**src/rtl/range_repack_stage_if.sv**
```systemverilog
// Handshake bundle for range_repack_stage: descending-range input bus, ascending-range output bus
// and the accepted-word counter.
interface range_repack_stage_if #(
  parameter int          MSB   = 2,
  parameter int          LSB   = -2,
  parameter int unsigned CNT_W = 8
);
  logic             in_valid;
  logic             in_ready;
  logic [MSB:LSB]   in_data;
  logic             in_swap;
  logic             out_valid;
  logic             out_ready;
  logic [LSB:MSB]   out_data;
  logic [CNT_W-1:0] xfer_cnt;

  // Producer/consumer side that drives the stage.
  modport master (
    output in_valid, in_data, in_swap, out_ready,
    input  in_ready, out_valid, out_data, xfer_cnt
  );

  // The stage itself.
  modport slave (
    input  in_valid, in_data, in_swap, out_ready,
    output in_ready, out_valid, out_data, xfer_cnt
  );
endinterface

```
**src/rtl/range_repack_stage.sv**
```systemverilog
// Two-entry elastic stage that repacks descending [MSB:LSB] words onto an ascending [LSB:MSB]
// bus, with an optional per-word swap of the high [MSB:SPLIT] and low [SPLIT-1:LSB] slices.
module range_repack_stage #(
  parameter int          MSB   = 2,
  parameter int          LSB   = -2,
  parameter int          SPLIT = 0,
  parameter int unsigned CNT_W = 8
) (
  input  logic                  clk,
  input  logic                  rst,
  range_repack_stage_if.slave   bus
);
  // W must be >= 2 and LSB < SPLIT <= MSB so both slices are non-empty.
  localparam int W = MSB - LSB + 1;

  typedef enum logic [1:0] {StEmpty, StOne, StFull} occ_e;

  occ_e             occ_q, occ_d;
  logic [W-1:0]     head_q, head_d;
  logic [W-1:0]     skid_q, skid_d;
  logic [CNT_W-1:0] cnt_q, cnt_d;
  logic [W-1:0]     w;
  logic             accept;
  logic             pop;

  always_comb begin
    if (bus.in_swap) begin
      w = {bus.in_data[SPLIT-1:LSB], bus.in_data[MSB:SPLIT]};
    end else begin
      w = bus.in_data;
    end
  end

  assign bus.in_ready  = (occ_q != StFull) && !rst;
  assign bus.out_valid = (occ_q != StEmpty);
  // Positional copy: head_q[W-1] (leftmost bit of w) lands on out_data[LSB].
  assign bus.out_data  = head_q;
  assign bus.xfer_cnt  = cnt_q;

  assign accept = bus.in_valid && bus.in_ready;
  assign pop    = bus.out_valid && bus.out_ready;

  always_comb begin
    occ_d  = occ_q;
    head_d = head_q;
    skid_d = skid_q;
    cnt_d  = cnt_q + {{(CNT_W-1){1'b0}}, accept};
    unique case (occ_q)
      StEmpty: begin
        if (accept) begin
          head_d = w;
          occ_d  = StOne;
        end
      end
      StOne: begin
        if (accept && pop) begin
          head_d = w;
        end else if (accept) begin
          skid_d = w;
          occ_d  = StFull;
        end else if (pop) begin
          occ_d  = StEmpty;
        end
      end
      StFull: begin
        if (pop) begin
          head_d = skid_q;
          occ_d  = StOne;
        end
      end
      default: occ_d = StEmpty;
    endcase
  end

  always_ff @(posedge clk or posedge rst) begin
    if (rst) begin
      occ_q  <= StEmpty;
      head_q <= '0;
      skid_q <= '0;
      cnt_q  <= '0;
    end else begin
      occ_q  <= occ_d;
      head_q <= head_d;
      skid_q <= skid_d;
      cnt_q  <= cnt_d;
    end
  end
endmodule
```
**src/flat_wrapper.sv**
```systemverilog
// flat-port wrapper written by rule: the top's interface ports become plain ports
module range_repack_stage_flat 
#(
  parameter int          MSB   = 2,
  parameter int          LSB   = -2,
  parameter int          SPLIT = 0,
  parameter int unsigned CNT_W = 8
)
  (clk, rst, bus_in_valid, bus_in_data, bus_in_swap, bus_out_ready, bus_in_ready, bus_out_valid, bus_out_data, bus_xfer_cnt);
  range_repack_stage_if #(.MSB(MSB), .LSB(LSB), .CNT_W(CNT_W)) bus_i ();
  input  logic clk;
  input  logic rst;
  input wire logic [$bits(bus_i.in_valid)-1:0] bus_in_valid;
  input wire logic [$bits(bus_i.in_data)-1:0] bus_in_data;
  input wire logic [$bits(bus_i.in_swap)-1:0] bus_in_swap;
  input wire logic [$bits(bus_i.out_ready)-1:0] bus_out_ready;
  output wire logic [$bits(bus_i.in_ready)-1:0] bus_in_ready;
  output wire logic [$bits(bus_i.out_valid)-1:0] bus_out_valid;
  output wire logic [$bits(bus_i.out_data)-1:0] bus_out_data;
  output wire logic [$bits(bus_i.xfer_cnt)-1:0] bus_xfer_cnt;
  assign bus_i.in_valid = bus_in_valid;
  assign bus_i.in_data = bus_in_data;
  assign bus_i.in_swap = bus_in_swap;
  assign bus_i.out_ready = bus_out_ready;
  assign bus_in_ready = bus_i.in_ready;
  assign bus_out_valid = bus_i.out_valid;
  assign bus_out_data = bus_i.out_data;
  assign bus_xfer_cnt = bus_i.xfer_cnt;
  range_repack_stage #(.MSB(MSB), .LSB(LSB), .SPLIT(SPLIT), .CNT_W(CNT_W)) u_core (.clk(clk), .rst(rst), .bus(bus_i));
endmodule
```
**config.mk**
```make
export PLATFORM = sky130hd
export DESIGN_NAME = range_repack_stage_flat
export DESIGN_NICKNAME = d
export VERILOG_FILES = /design/src/rtl/range_repack_stage_if.sv /design/src/rtl/range_repack_stage.sv /design/src/flat_wrapper.sv
export SDC_FILE = /design/constraint.sdc
export NUM_CORES = 1
export LEC_CHECK = 0
export BUFFER_PORTS_ARGS = -buffer_cell sky130_fd_sc_hd__buf_2
export CORE_MARGIN = 2
export CORE_UTILIZATION = 51
export DETAILED_ROUTE_END_ITERATION = 6
export PLACE_DENSITY = 0.77
export RECOVER_POWER = 100
export SKIP_CTS_REPAIR_TIMING = 1
export SLEW_MARGIN = 40
export SYNTH_ARGS = -nofsm -noshare
export SYNTH_HDL_FRONTEND = slang
export SYNTH_SLANG_ARGS = --single-unit
```
**constraint.sdc**
```tcl
create_clock -name clk -period 1.8 [get_ports clk]
set_input_delay 0.27 -clock clk [delete_from_list [all_inputs] [get_ports clk]]
set_output_delay 0.27 -clock clk [all_outputs]
set_load 0.02 [all_outputs]
```
---- Word-level counts from Yosys, hierarchy flattened ----
Index checks and enable logic that the tools add are counted.
storage, ports and cells
  register bits ........................... 20
  latch bits .............................. 0
  bits in writable memories ............... 0
  ROM bits ................................ 0
  memories ................................ 0
operators by class
  $add $sub $neg .......................... 1
  multipliers ............................. 0
  div/mod/pow operators ................... 0
  $lt $le $gt $ge ......................... 0
  equality and inequality tests ........... 8
  shift operators ......................... 0
  mux-type cells .......................... 11
  bitwise gates (word level) .............. 1
  reduce and logical (&&, ||, !) cells .... 11
operators with widths
  cell                                                   count
  two-way mux 5 bit                                      4
  case mux 5 bit (3 select lines)                        1
  two-way mux 2 bit                                      5
  adder 8 x 1 -> 8 bit                                   1
  AND reduction 4 bit                                    2
  inequality test 2 x 1 -> 1 bit, second input constant  3
  case mux 2 bit (3 select lines)                        1
  logical AND 1 bit                                      4
  inequality test 2 bit, second input constant           2
  inequality test 3 x 1 -> 1 bit, second input constant  1
  AND reduction 3 bit                                    1
  nonzero test 3 bit                                     1
  equality test 2 x 1 -> 1 bit, second input constant    1
  equality test 2 bit, second input constant             1
  zero test 2 bit                                        1
  nonzero test 2 bit                                     1
  zero test 1 bit                                        1
  NOT 1 bit                                              1

---- Logic depth before layout (Yosys ltp) ----
  depth in word-level cells ............... 6
  depth in mapped cells ................... 6
  mapped depth without buffers ............ 5

---- Least setup slack after synthesis ----
Ideal clock, no wire load.
  path type ............................... flip-flop to flip-flop
  from .................................... register u_core.occ_q[1]
  to ...................................... register u_core.cnt_q[6], in the netlist u_core.bus.xfer_cnt[6]
  library setup time ...................... 0.129 ns
  arrival time ............................ 1.273 ns
  data required time ...................... 1.671 ns
  path slack .............................. 0.398 ns
  cell stages (with the launch flop) ...... 7
  cell sequence ........................... dfrtp_1 nand2b_2 buf_6 and3_2 ha_1 nand4_1 xnor2_1
on the way
  longest elaborated chain between the ends .. 4
RTL lines
  item                       line                      source
  start: declaration         range_repack_stage.sv:18  occ_e occ_q, occ_d;
  start signal: assignment   range_repack_stage.sv:77  occ_q <= StEmpty;
  inequality test 2 bit      range_repack_stage.sv:34  assign bus.in_ready = (occ_q != StFull) && !rst;
  logical AND 1 bit          range_repack_stage.sv:34
  logical AND 1 bit          range_repack_stage.sv:40  assign accept = bus.in_valid && bus.in_ready;
  adder 8 x 1 -> 8 bit       range_repack_stage.sv:47  cnt_d = cnt_q + {{(CNT_W-1){1'b0}}, accept};
  named net u_core.cnt_d[6]  range_repack_stage.sv:21  logic [CNT_W-1:0] cnt_q, cnt_d;
  end signal: assignment     range_repack_stage.sv:85  cnt_q <= cnt_d;
  end: declaration           range_repack_stage.sv:21
The timed path passes the listed nets, and every way through them passes these cells.
A chain may end at the register's enable or synchronous reset.

---- Final worst setup path ----
  from .................................... register u_core.occ_q[0]
  to ...................................... output bus_in_ready
on the way
  longest elaborated chain between the ends .. 2
RTL lines
  item                   line                      source
  inequality test 2 bit  range_repack_stage.sv:34
  logical AND 1 bit      range_repack_stage.sv:34
  end: declaration       flat_wrapper.sv:17        output wire logic [$bits(bus_i.in_ready)-1:0] bus_in_ready;
Every way passes these cells.

==> results.yml <==
outcome:
  status: "complete, no violations"
clocking:
  root_buffer: "clkbuf_4"
  cts_tree: "built"
  cts.sinks: 20
  clk_latency_ns: 0.29
  cts_buffers: 3
  clkTransAtPathRegs_ns: 0.10
  clockBufferDepth: 2
  cts.htree.levels: 1
drt:
  drtIter0Drc: 2
  ant_nets: 0
  wl_um: 1650
  drt-pass1-iter-count: 3
  drc: 0
  wl_per_cell_um: 13.1
  vias_per_cell: 5.01
  vias: 631
sta:
  max-slew-margin-rel_pct: 31.1
  clock_skew_ns: 0.00507
  rsz0062_at_grt: "no"
  tns_ns: 0
  hold_viol_final: 0
  slew_viol_final: 0
  fmax_ghz: 0.587
  period_minus_slack_ns: 1.70
  tightest_slew_ns: 1.03
  finalHoldWorstSlack_ns: 0.189
  fin_crit_sh_pct: 94.7
  finalWorstSetupSlack_ns: 0.0959
  setup_violations: 0
cells_and_area:
  fin_nets: 112
  drive_gt1_share_pct: 38.4
  multi_input_area_um2: 475
  antenna_cells: 0
  regArea_um2: 500
  fill_cells: 184
  most-common-layout-cells: "20 x dfrtp_1, 16 x mux2_2, 16 x clkbuf_1"
  final_common_cell: "dfrtp_1"
  syn_to_final_growth_pct: 13.2
worst_setup_path:
  worstSetupStartpointType: "flop"
  cp.arrival_ns: 1.43
  worstSetupPathType: "reg2out"
  critPathRequiredTime_ns: 1.53
  end_kind: "primary output"
  critPathMaxFanout: 12
place:
  hpwl_um: 1250
  pre_cts_slack_ns: 0.219
  gp_congestion: 0.754
  portBuffers: 24
grt:
  track_usage_pct: 16.5
  overflow: 0
  grt_pass1_vias: 620
  grt_pass1_wl_um: 2880
  antenna_found_initial: 0
  grt_max_degree: 21
yosys:
  syn-cell-area_mm2: 0.00101
  yosys_warnings: 0
  synth-edff-count: 0
  yosysTopAreaCell: "dfrtp_1"
  ys_types: 26
  synth_nets: 83
  ys.flop_type: "dfrtp_1"
  synth_area_per_cell_um2: 14.0
  yosysSeqAreaShare_pct: 49.6
  synth_top_cell_area_share_pct: 49.6
  ys_ff_latch: 20
  synthTopCellsByArea: "dfrtp_1 50%, mux2_2 16%, mux2_4 8.9%, xnor2_1 6.1%, o31ai_4 2.1%"
  syn_inst: 72
  ys_async_sr_fraction_pct: 100
hold_path:
  hold_path_class: "in2reg"
power:
  peakVddDrop_mv: 0.712
  leakage_nw: 0.504
  powerDensity_mw_per_mm2: 1220
floorplanning:
  die-area_mm2: 0.00235
  coreArea_mm2: 0.00192
  num_io_pins: 25
  std_cell_rows: 16
  die_h_um: 48.5
  initial_utilization_pct: 52.5
  die_w_um: 48.5
run:
  cap_violations: 0
[synth_stat cells (2+ instances only)]
| library cell | n |
|---|---|
| nand3_1 | 2 |
| xnor2_1 | 7 |
| mux2_4 | 6 |
| nand4_1 | 3 |
| mux2_2 | 14 |
| dfrtp_1 | 20 |
[power breakdown]
group | leakage, nW | internal [mW] | switching (mW)
clock | 0.0138 | 0.0778 | 0.120
sequential | 0.248 | 0.600 | 0.126
combinational | 0.242 | 0.205 | 0.260
total | 0.504 | 0.883 | 0.506
[critical path: stages (launching register included)]
cell and delay [ns]:
dfrtp_1 0.41, nand2b_2 0.32, and2_2 0.26, clkbuf_2 0.15
[routing by layer]
metal / vias to the layer above / GRT usage (%) / share of wire, %
met5: - / 0 / 0
met4: 0 / 10.0 / 2.1
met3: 4 / 3.70 / 2.4
met2: 11 / 25.2 / 45
met1: 300 / 21.5 / 50
li1: 316 / - / -
[metrics by stage]
| step | total power [mW] | cells | instance area (µm²) | util, % |
|---|---|---|---|---|
| final | 1.39 | 126 | 1140 | 59.4 |
| after global routing | 1.49 | 126 | 1140 | 59.4 |
| after CTS | 1.45 | 126 | 1180 | 61.5 |
| after detailed placement | 1.24 | 123 | 1160 | 60.3 |
| after global placement | 1.22 | 123 | 1160 | 60.3 |
| after floorplan | 1.07 | 72 | 1010 | - |
[final timing paths]
kind                       slack (ns)                    from                endpoint  cells past startpoint
min in group asynchronous        0.32                     rst  u_core.bus.xfer_cnt[2]                      3
max in group asynchronous        0.86                     rst        u_core.skid_q[4]                      3
max reg2reg                      0.20         u_core.occ_q[0]  u_core.bus.out_data[1]                      3
min                              0.19           bus_out_ready         u_core.occ_q[1]                      2
min reg2reg                      0.48  u_core.bus.xfer_cnt[7]  u_core.bus.xfer_cnt[7]                      1
max                               0.1         u_core.occ_q[0]            bus_in_ready                      3
[state kept, by name (all words and copies together) (netlist names)]
name / flops
u_core.bus.xfer_cnt: 8
u_core.skid_q: 5
u_core.bus.out_data: 3
u_core.occ_q: 2
u_core.bus.out_data[-1]: 1
u_core.bus.out_data[-2]: 1
[kinds of logic after synthesis]
family                     count (synthesis)  synth area share [%]
muxes                                     20                  24.6
xor gates and xnor gates                   8                  6.95
adders and majority gates                  1                  1.24
buffers and inverters                      2                  1.49
DFF                                       20                  49.6
AOI/OAI and AO/OA                          3                  3.35
and+or+nand+nor                           18                  12.8
[cell type report]
class,instances,share of cell area [%]
inverter,1,0.329
timing repair buffer,25,9.21
tap,27,2.96
multi-input combinational,50,41.7
sequential,20,43.9
clock buffer,3,1.97
Power figures use the tool's default switching activity.
